[config.mk]
export PLATFORM = sky130hd
export DESIGN_NAME = aes_uart_tx_serializer
export DESIGN_NICKNAME = d
export VERILOG_FILES = /design/src/rtl/aes_uart_pkg.sv /design/src/rtl/aes_uart_tx_serializer_blk_fifo.sv /design/src/rtl/aes_uart_tx_serializer.sv
export SDC_FILE = /design/constraint.sdc
export NUM_CORES = 1
export LEC_CHECK = 0
export BUFFER_PORTS_ARGS = -buffer_cell sky130_fd_sc_hd__buf_2
export CORE_ASPECT_RATIO = 2
export CORE_MARGIN = 2
export CORE_UTILIZATION = 30
export CTS_CLUSTER_SIZE = 40
export DETAILED_ROUTE_END_ITERATION = 7
export PLACE_DENSITY = 0.47
export SYNTH_ARGS = -nofsm -noshare
export SYNTH_HDL_FRONTEND = slang
export SYNTH_HIERARCHICAL = 1
export SYNTH_SLANG_ARGS = --single-unit
[constraint.sdc]
create_clock -name clk -period 8.8 [get_ports clk]
set_clock_uncertainty 0.15 [all_clocks]
set_input_delay 0.44 -clock clk [delete_from_list [all_inputs] [get_ports clk]]
set_output_delay 0.44 -clock clk [all_outputs]
set_load 0.005 [all_outputs]
[src/rtl/aes_uart_pkg.sv]
// Shared constants and FSM encoding for the AES block to UART byte serializer.
package aes_uart_pkg;

    localparam int unsigned UART_BITS       = 8;
    localparam int unsigned AES_BLOCK_BYTES = 16;

    typedef enum logic [2:0] {
        IDLE  = 3'd0,
        LOAD  = 3'd1,
        START = 3'd2,
        DATA  = 3'd3,
        STOP  = 3'd4
    } tx_state_e;

endpackage

[src/rtl/aes_uart_tx_serializer_blk_fifo.sv]
// Power-of-two block FIFO; a push on a full FIFO is taken only alongside a pop.
module blk_fifo #(
    parameter int unsigned WIDTH = 128,
    parameter int unsigned DEPTH = 4
) (
    input  logic                     clk,
    input  logic                     rst,
    input  logic                     push,
    input  logic                     pop,
    input  logic [WIDTH-1:0]         wdata,
    output logic [WIDTH-1:0]         rdata,
    output logic                     full,
    output logic                     empty,
    output logic [$clog2(DEPTH):0]   count
);
    localparam int unsigned PTR_W = $clog2(DEPTH);
    localparam logic [PTR_W-1:0] PTR_ONE = PTR_W'(1);
    localparam logic [PTR_W:0]   CNT_ONE = (PTR_W + 1)'(1);
    localparam logic [PTR_W:0]   CNT_MAX = (PTR_W + 1)'(DEPTH);

    logic [WIDTH-1:0] mem [DEPTH];
    logic [PTR_W-1:0] wr_ptr_q, rd_ptr_q;
    logic [PTR_W:0]   count_q;
    logic             wr_en, rd_en;

    assign empty = (count_q == '0);
    assign full  = (count_q == CNT_MAX);
    assign count = count_q;
    assign rdata = mem[rd_ptr_q];

    assign rd_en = pop && !empty;
    assign wr_en = push && (!full || rd_en);

    always_ff @(posedge clk or posedge rst) begin
        if (rst) begin
            wr_ptr_q <= '0;
            rd_ptr_q <= '0;
            count_q  <= '0;
        end else begin
            if (wr_en) wr_ptr_q <= wr_ptr_q + PTR_ONE;
            if (rd_en) rd_ptr_q <= rd_ptr_q + PTR_ONE;
            case ({wr_en, rd_en})
                2'b10:   count_q <= count_q + CNT_ONE;
                2'b01:   count_q <= count_q - CNT_ONE;
                default: count_q <= count_q;
            endcase
        end
    end

    // Storage is deliberately left out of reset.
    always_ff @(posedge clk) begin
        if (wr_en) mem[wr_ptr_q] <= wdata;
    end

endmodule

[src/rtl/aes_uart_tx_serializer.sv]
// Buffers 128-bit AES blocks and streams them MSB byte first as UART 8N1 frames.
module aes_uart_tx_serializer
    import aes_uart_pkg::*;
#(
    parameter int unsigned CLKS_PER_BIT = 868,
    parameter int unsigned FIFO_DEPTH   = 4
) (
    input  logic                          clk,
    input  logic                          rst,
    input  logic                          sys_en,
    input  logic                          blk_valid,
    input  logic [127:0]                  blk_data,
    output logic                          tx,
    output logic                          busy,
    output logic [$clog2(FIFO_DEPTH):0]   fifo_count,
    output logic                          overflow
);
    localparam int unsigned BLK_W  = UART_BITS * AES_BLOCK_BYTES;
    localparam int unsigned BAUD_W = (CLKS_PER_BIT > 1) ? $clog2(CLKS_PER_BIT) : 1;
    localparam logic [BAUD_W-1:0] BAUD_LAST = BAUD_W'(CLKS_PER_BIT - 1);
    localparam logic [BAUD_W-1:0] BAUD_ONE  = BAUD_W'(1);
    localparam logic [2:0]        BIT_LAST  = 3'(UART_BITS - 1);
    localparam logic [3:0]        BYTE_LAST = 4'(AES_BLOCK_BYTES - 1);

    tx_state_e         state_q, state_d;
    logic [BAUD_W-1:0] baud_q, baud_d;
    logic [2:0]        bit_q, bit_d;
    logic [3:0]        byte_q, byte_d;
    logic [BLK_W-1:0]  shift_q, shift_d;
    logic              overflow_q;

    logic              pop;
    logic              fifo_full, fifo_empty;
    logic [BLK_W-1:0]  fifo_rdata;
    logic              baud_wrap;

    blk_fifo #(
        .WIDTH (BLK_W),
        .DEPTH (FIFO_DEPTH)
    ) u_fifo (
        .clk   (clk),
        .rst   (rst),
        .push  (blk_valid),
        .pop   (pop),
        .wdata (blk_data),
        .rdata (fifo_rdata),
        .full  (fifo_full),
        .empty (fifo_empty),
        .count (fifo_count)
    );

    assign baud_wrap = (baud_q == BAUD_LAST);

    always_comb begin
        state_d = state_q;
        baud_d  = baud_q;
        bit_d   = bit_q;
        byte_d  = byte_q;
        shift_d = shift_q;
        pop     = 1'b0;
        if (sys_en) begin
            unique case (state_q)
                IDLE: if (!fifo_empty) state_d = LOAD;
                LOAD: begin
                    pop     = 1'b1;
                    shift_d = fifo_rdata;
                    byte_d  = '0;
                    bit_d   = '0;
                    baud_d  = '0;
                    state_d = START;
                end
                START: begin
                    baud_d = baud_wrap ? '0 : baud_q + BAUD_ONE;
                    if (baud_wrap) begin
                        bit_d   = '0;
                        state_d = DATA;
                    end
                end
                DATA: begin
                    baud_d = baud_wrap ? '0 : baud_q + BAUD_ONE;
                    if (baud_wrap) begin
                        if (bit_q == BIT_LAST) state_d = STOP;
                        else                   bit_d   = bit_q + 3'd1;
                    end
                end
                STOP: begin
                    baud_d = baud_wrap ? '0 : baud_q + BAUD_ONE;
                    if (baud_wrap) begin
                        if (byte_q != BYTE_LAST) begin
                            byte_d  = byte_q + 4'd1;
                            shift_d = shift_q << UART_BITS;
                            state_d = START;
                        end else if (!fifo_empty) begin
                            state_d = LOAD;
                        end else begin
                            state_d = IDLE;
                        end
                    end
                end
                default: state_d = IDLE;
            endcase
        end
    end

    always_ff @(posedge clk or posedge rst) begin
        if (rst) begin
            state_q    <= IDLE;
            baud_q     <= '0;
            bit_q      <= '0;
            byte_q     <= '0;
            overflow_q <= 1'b0;
        end else begin
            state_q <= state_d;
            baud_q  <= baud_d;
            bit_q   <= bit_d;
            byte_q  <= byte_d;
            if (blk_valid && fifo_full && !pop) overflow_q <= 1'b1;
        end
    end

    // Payload register is not reset; it is always reloaded in LOAD before use.
    always_ff @(posedge clk) begin
        shift_q <= shift_d;
    end

    // The byte on the wire is always the top byte of the shift register.
    always_comb begin
        tx = 1'b1;
        unique case (state_q)
            START:   tx = 1'b0;
            DATA:    tx = shift_q[{4'hf, bit_q}];
            default: tx = 1'b1;
        endcase
    end

    assign busy     = (state_q != IDLE) || (fifo_count != '0);
    assign overflow = overflow_q;

endmodule
==> parameters.txt <==
Parameter                              Value

Run status
  Result of the run    completed

Routing
  Metal-1 WL    24.0 mm
  Number of violations reported at the end of detailed-routing iteration 0    795
  Via count of the routed design    about 13000
  Number of remaining DRC errors    0
  Average detailed-routed wire length per instance    between 20 and 25 um
  Met2 wire len    ~30 mm
  Count of TritonRoute iterations in the first routing pass    5
  Number of antenna-violating nets in the routed design    0
  Routed wire length    57.5 mm
  Vias/cell    4.63
  Highest routed layer    met5
  DR WL met3    roughly 1.8 mm

STA
  Unrepaired setup endpoints after global routing    no
  Number of pins exceeding their max-slew limit in the final report    0
  Tightest slew margin relative to the limit    30.2%
  Minimum clock period after layout    3.88 ns
  Transition time at the pin with the least slew margin    1.04 ns
  Finish-stage setup viols    0
  Ratio of final minimum period to clock period    44.1%
  Total Neg Setup Slack    0 ns
  Hold violation total from the final report    0
  Maximum clock frequency    ~0.26 GHz

Synthesis
  Area of the mapped netlist    roughly 0.026 mm^2
  Most used standard cells in the synthesized netlist    sky130_fd_sc_hd__edfxtp_1 (640), sky130_fd_sc_hd__nand2_1 (368), sky130_fd_sc_hd__mux4_2 (130), sky130_fd_sc_hd__clkbuf_1 (34), sky130_fd_sc_hd__dfrtp_1 (28)
  Proportion of netlist area held by the largest area contributor    75.1%
  Distinct cells, synth    58
  Warnings from Yosys    6
  Number of synthesized register bits    between 600 and 700
  Post-synthesis cell count    1374
  Syn Nets    1516
  Cell with the most instances after synthesis    sky130_fd_sc_hd__edfxtp_1
  Top cells by area, synth    sky130_fd_sc_hd__edfxtp_1 (75%), sky130_fd_sc_hd__mux4_2 (11%), sky130_fd_sc_hd__nand2_1 (5.4%)
  Cell taking the most area after synthesis    sky130_fd_sc_hd__edfxtp_1
  Per-instance average area after synthesis    18.6 um^2
  Number of enable flip-flop cells after synthesis    640
  Proportion of synthesized flip-flops having asynchronous set or reset    4.19%
  Sequential cell area fraction in the yosys report    ~80%
  Top FF cell, synth    sky130_fd_sc_hd__edfxtp_1

Cells and area
  Post-layout utilization of the core    36.4%
  Non-filler instance count after layout    2778
  Synthesis-to-layout area growth    20.3%
  Number of diodes    0
  Fill cell total of the finished layout    7962
  Number of nets in the layout    1800
  Share of post-route cells with drive strength above 1    23.1%

Clock network
  Clock tree buffer depth    3
  Cts bufs inserted    60
  Depth of the CTS H-tree    2
  Clock root buffer    sky130_fd_sc_hd__clkbuf_16
  Clk_lat worst skew    0.61 ns
  TritonCTS clock tree    done
  Number of gates given a new drive strength after cts    0
  Total clock sinks    668
  Clock transition at the registers of the reported paths    0.08 ns
  Number of buffers inserted by post-CTS setup repair    0

Floorplan
  Site Rows    151
  Overall die area    0.0877 mm^2
  Die outline height    roughly 420 um
  Horizontal extent of the die    210 um
  Core footprint    0.0846 mm^2
  Initial standard-cell utilization of the core    30.2%
  Ports    138

Placement
  Detailed placer's ending HPWL    ~34 mm
  Placed cell count    2537
  Final GP Congestion    between 0.7 and 0.8
  Port Buffers    137

Worst hold path
  Hold Crit Class    in -> reg

Pwr
  Peak supply drop    0.000147 V
  Leakage    10.6 nW
  Total Power Consumption    9.14 mW
  Pwr per Cell Area    ~300 mW/mm^2

GRT
  Vias in the first global route    14132
  Remaining global-route overflow    0
  First-pass GRT wire length    slightly below 90 mm
  Initial antenna violation count    1
  Gr usage total    13.4%
  Largest net degree at the start of global routing    76

Worst setup path
  Critical path start-end classification    reg -> reg
  Arrival time of the worst setup path    3.96 ns
  Critical path peak fanout    57
  Startpoint type of the worst setup path    register
  Critical Path End Type    register
  Data required, critical path    about 8.9 ns

Run
  Max-Cap Viols    0
## worst max-delay path: stages (launching register included)
cell and delay (ns):
sky130_fd_sc_hd__dfrtp_1 0.67, sky130_fd_sc_hd__or3b_4 0.71, sky130_fd_sc_hd__a31oi_1 0.26, sky130_fd_sc_hd__nor2_4 0.84
sky130_fd_sc_hd__buf_4 0.77
## sequential cells by signal, indices dropped and copies added, names as in the netlist
name	flops
bit_q	3
state_q	3
shift_q	128
byte_q	4
u_fifo/rd_ptr_q	2
u_fifo/mem	512
u_fifo/count	3
u_fifo/wr_ptr_q	2
overflow	1
baud_q	10
## cells by family (layout without fill, tap and decap cells)
family | Yosys count | after routing | synth area share (%)
flip-flops | 668 | 668 | 77.9
AND/OR/NAND/NOR | 423 | 423 | 6.83
multiplexers | 137 | 137 | 11.8
buffers and inverters | 76 | 409 | 1.32
AO/OA/AOI/OAI | 50 | 50 | 1.35
adder cells (fa/ha/maj) | 10 | 10 | 0.519
XOR/XNOR | 10 | 10 | 0.342
## through the flow
| stage | setup slack (ns) | hold WS, ns | area, um^2 |
|---|---|---|---|
| 2_1_floorplan | 1.17 | 0.0934 | 25600 |
| 3_3_place_gp | 4.87 | 0.275 | 27500 |
| 3_5_place_dp | 4.77 | 0.265 | 27500 |
| 4_1_cts | 4.77 | 0.0414 | 30800 |
| 5_1_grt | 4.63 | 0.0886 | 30800 |
| 6_report | 4.92 | 0.0997 | 30800 |
## cell type report
| cell class | instances | area [um^2] | area share, % |
|---|---|---|---|
| Inverter | 12 | 45.0 | 0.146 |
| Multi-Input combinational cell | 630 | 5330 | 17.3 |
| Tap cell | 1071 | 1340 | 4.35 |
| Timing Repair Buffer | 286 | 2130 | 6.92 |
| Clock inverter | 35 | 398 | 1.29 |
| Clock buffer | 76 | 1600 | 5.21 |
| Sequential cell | 668 | 19900 | 64.7 |
## repair_timing
item | in CTS | in global routing
endpoints found under the hold margin | 541 | 0
setup endpoints to repair | 0 | 0
hold buffers | 130 | 0
## per-layer routing
layer / up-vias / track usage, %
li1: 5855 / -
met2: 242 / 24.2
met3: 82 / 1.63
met5: - / 0
met1: 6692 / 16.5
met4: 2 / 4.31
## worst paths after layout
path	start	endpoint	slack [ns]	depth (start not counted)
setup / recovery	state_q[1]	shift_q[71]	4.92	4
hold / removal	sys_en	baud_q[5]	0.1	2
setup reg to reg	state_q[1]	shift_q[71]	4.92	4
hold reg to reg	baud_q[0]	baud_q[0]	0.34	1
max in group asynchronous	rst	baud_q[3]	7.51	3
min in group asynchronous	rst	u_fifo/rd_ptr_q[1]	0.21	3
## power breakdown
part | internal [mW] | switching [mW] | total (mW)
clock network | 1.53 | 1.16 | 2.68
registers | 4.21 | 0.235 | 4.45
logic | 0.914 | 1.09 | 2.01
## cells in the final DEF (no fill, tap or decap), types with 5 or more instances in the layout
master,netlist,layout
sky130_fd_sc_hd__nand2_1,368,368
sky130_fd_sc_hd__buf_2,8,137
sky130_fd_sc_hd__and2_1,10,10
sky130_fd_sc_hd__dlygate4sd3_1,0,130
sky130_fd_sc_hd__clkbuf_1,34,13
sky130_fd_sc_hd__a21oi_1,9,9
sky130_fd_sc_hd__a22oi_1,5,5
sky130_fd_sc_hd__buf_4,11,19
sky130_fd_sc_hd__inv_1,12,12
sky130_fd_sc_hd__bufinv_16,0,8
sky130_fd_sc_hd__dfrtp_1,28,26
sky130_fd_sc_hd__clkinv_2,0,10
sky130_fd_sc_hd__ha_1,9,9
sky130_fd_sc_hd__clkbuf_16,0,61
sky130_fd_sc_hd__xor2_1,7,7
sky130_fd_sc_hd__mux4_2,130,130
sky130_fd_sc_hd__o21ai_0,13,13
sky130_fd_sc_hd__edfxtp_1,640,640
sky130_fd_sc_hd__clkinv_1,0,10
sky130_fd_sc_hd__nand3_1,7,7
Note: power is estimated with default switching activity, not from simulation.
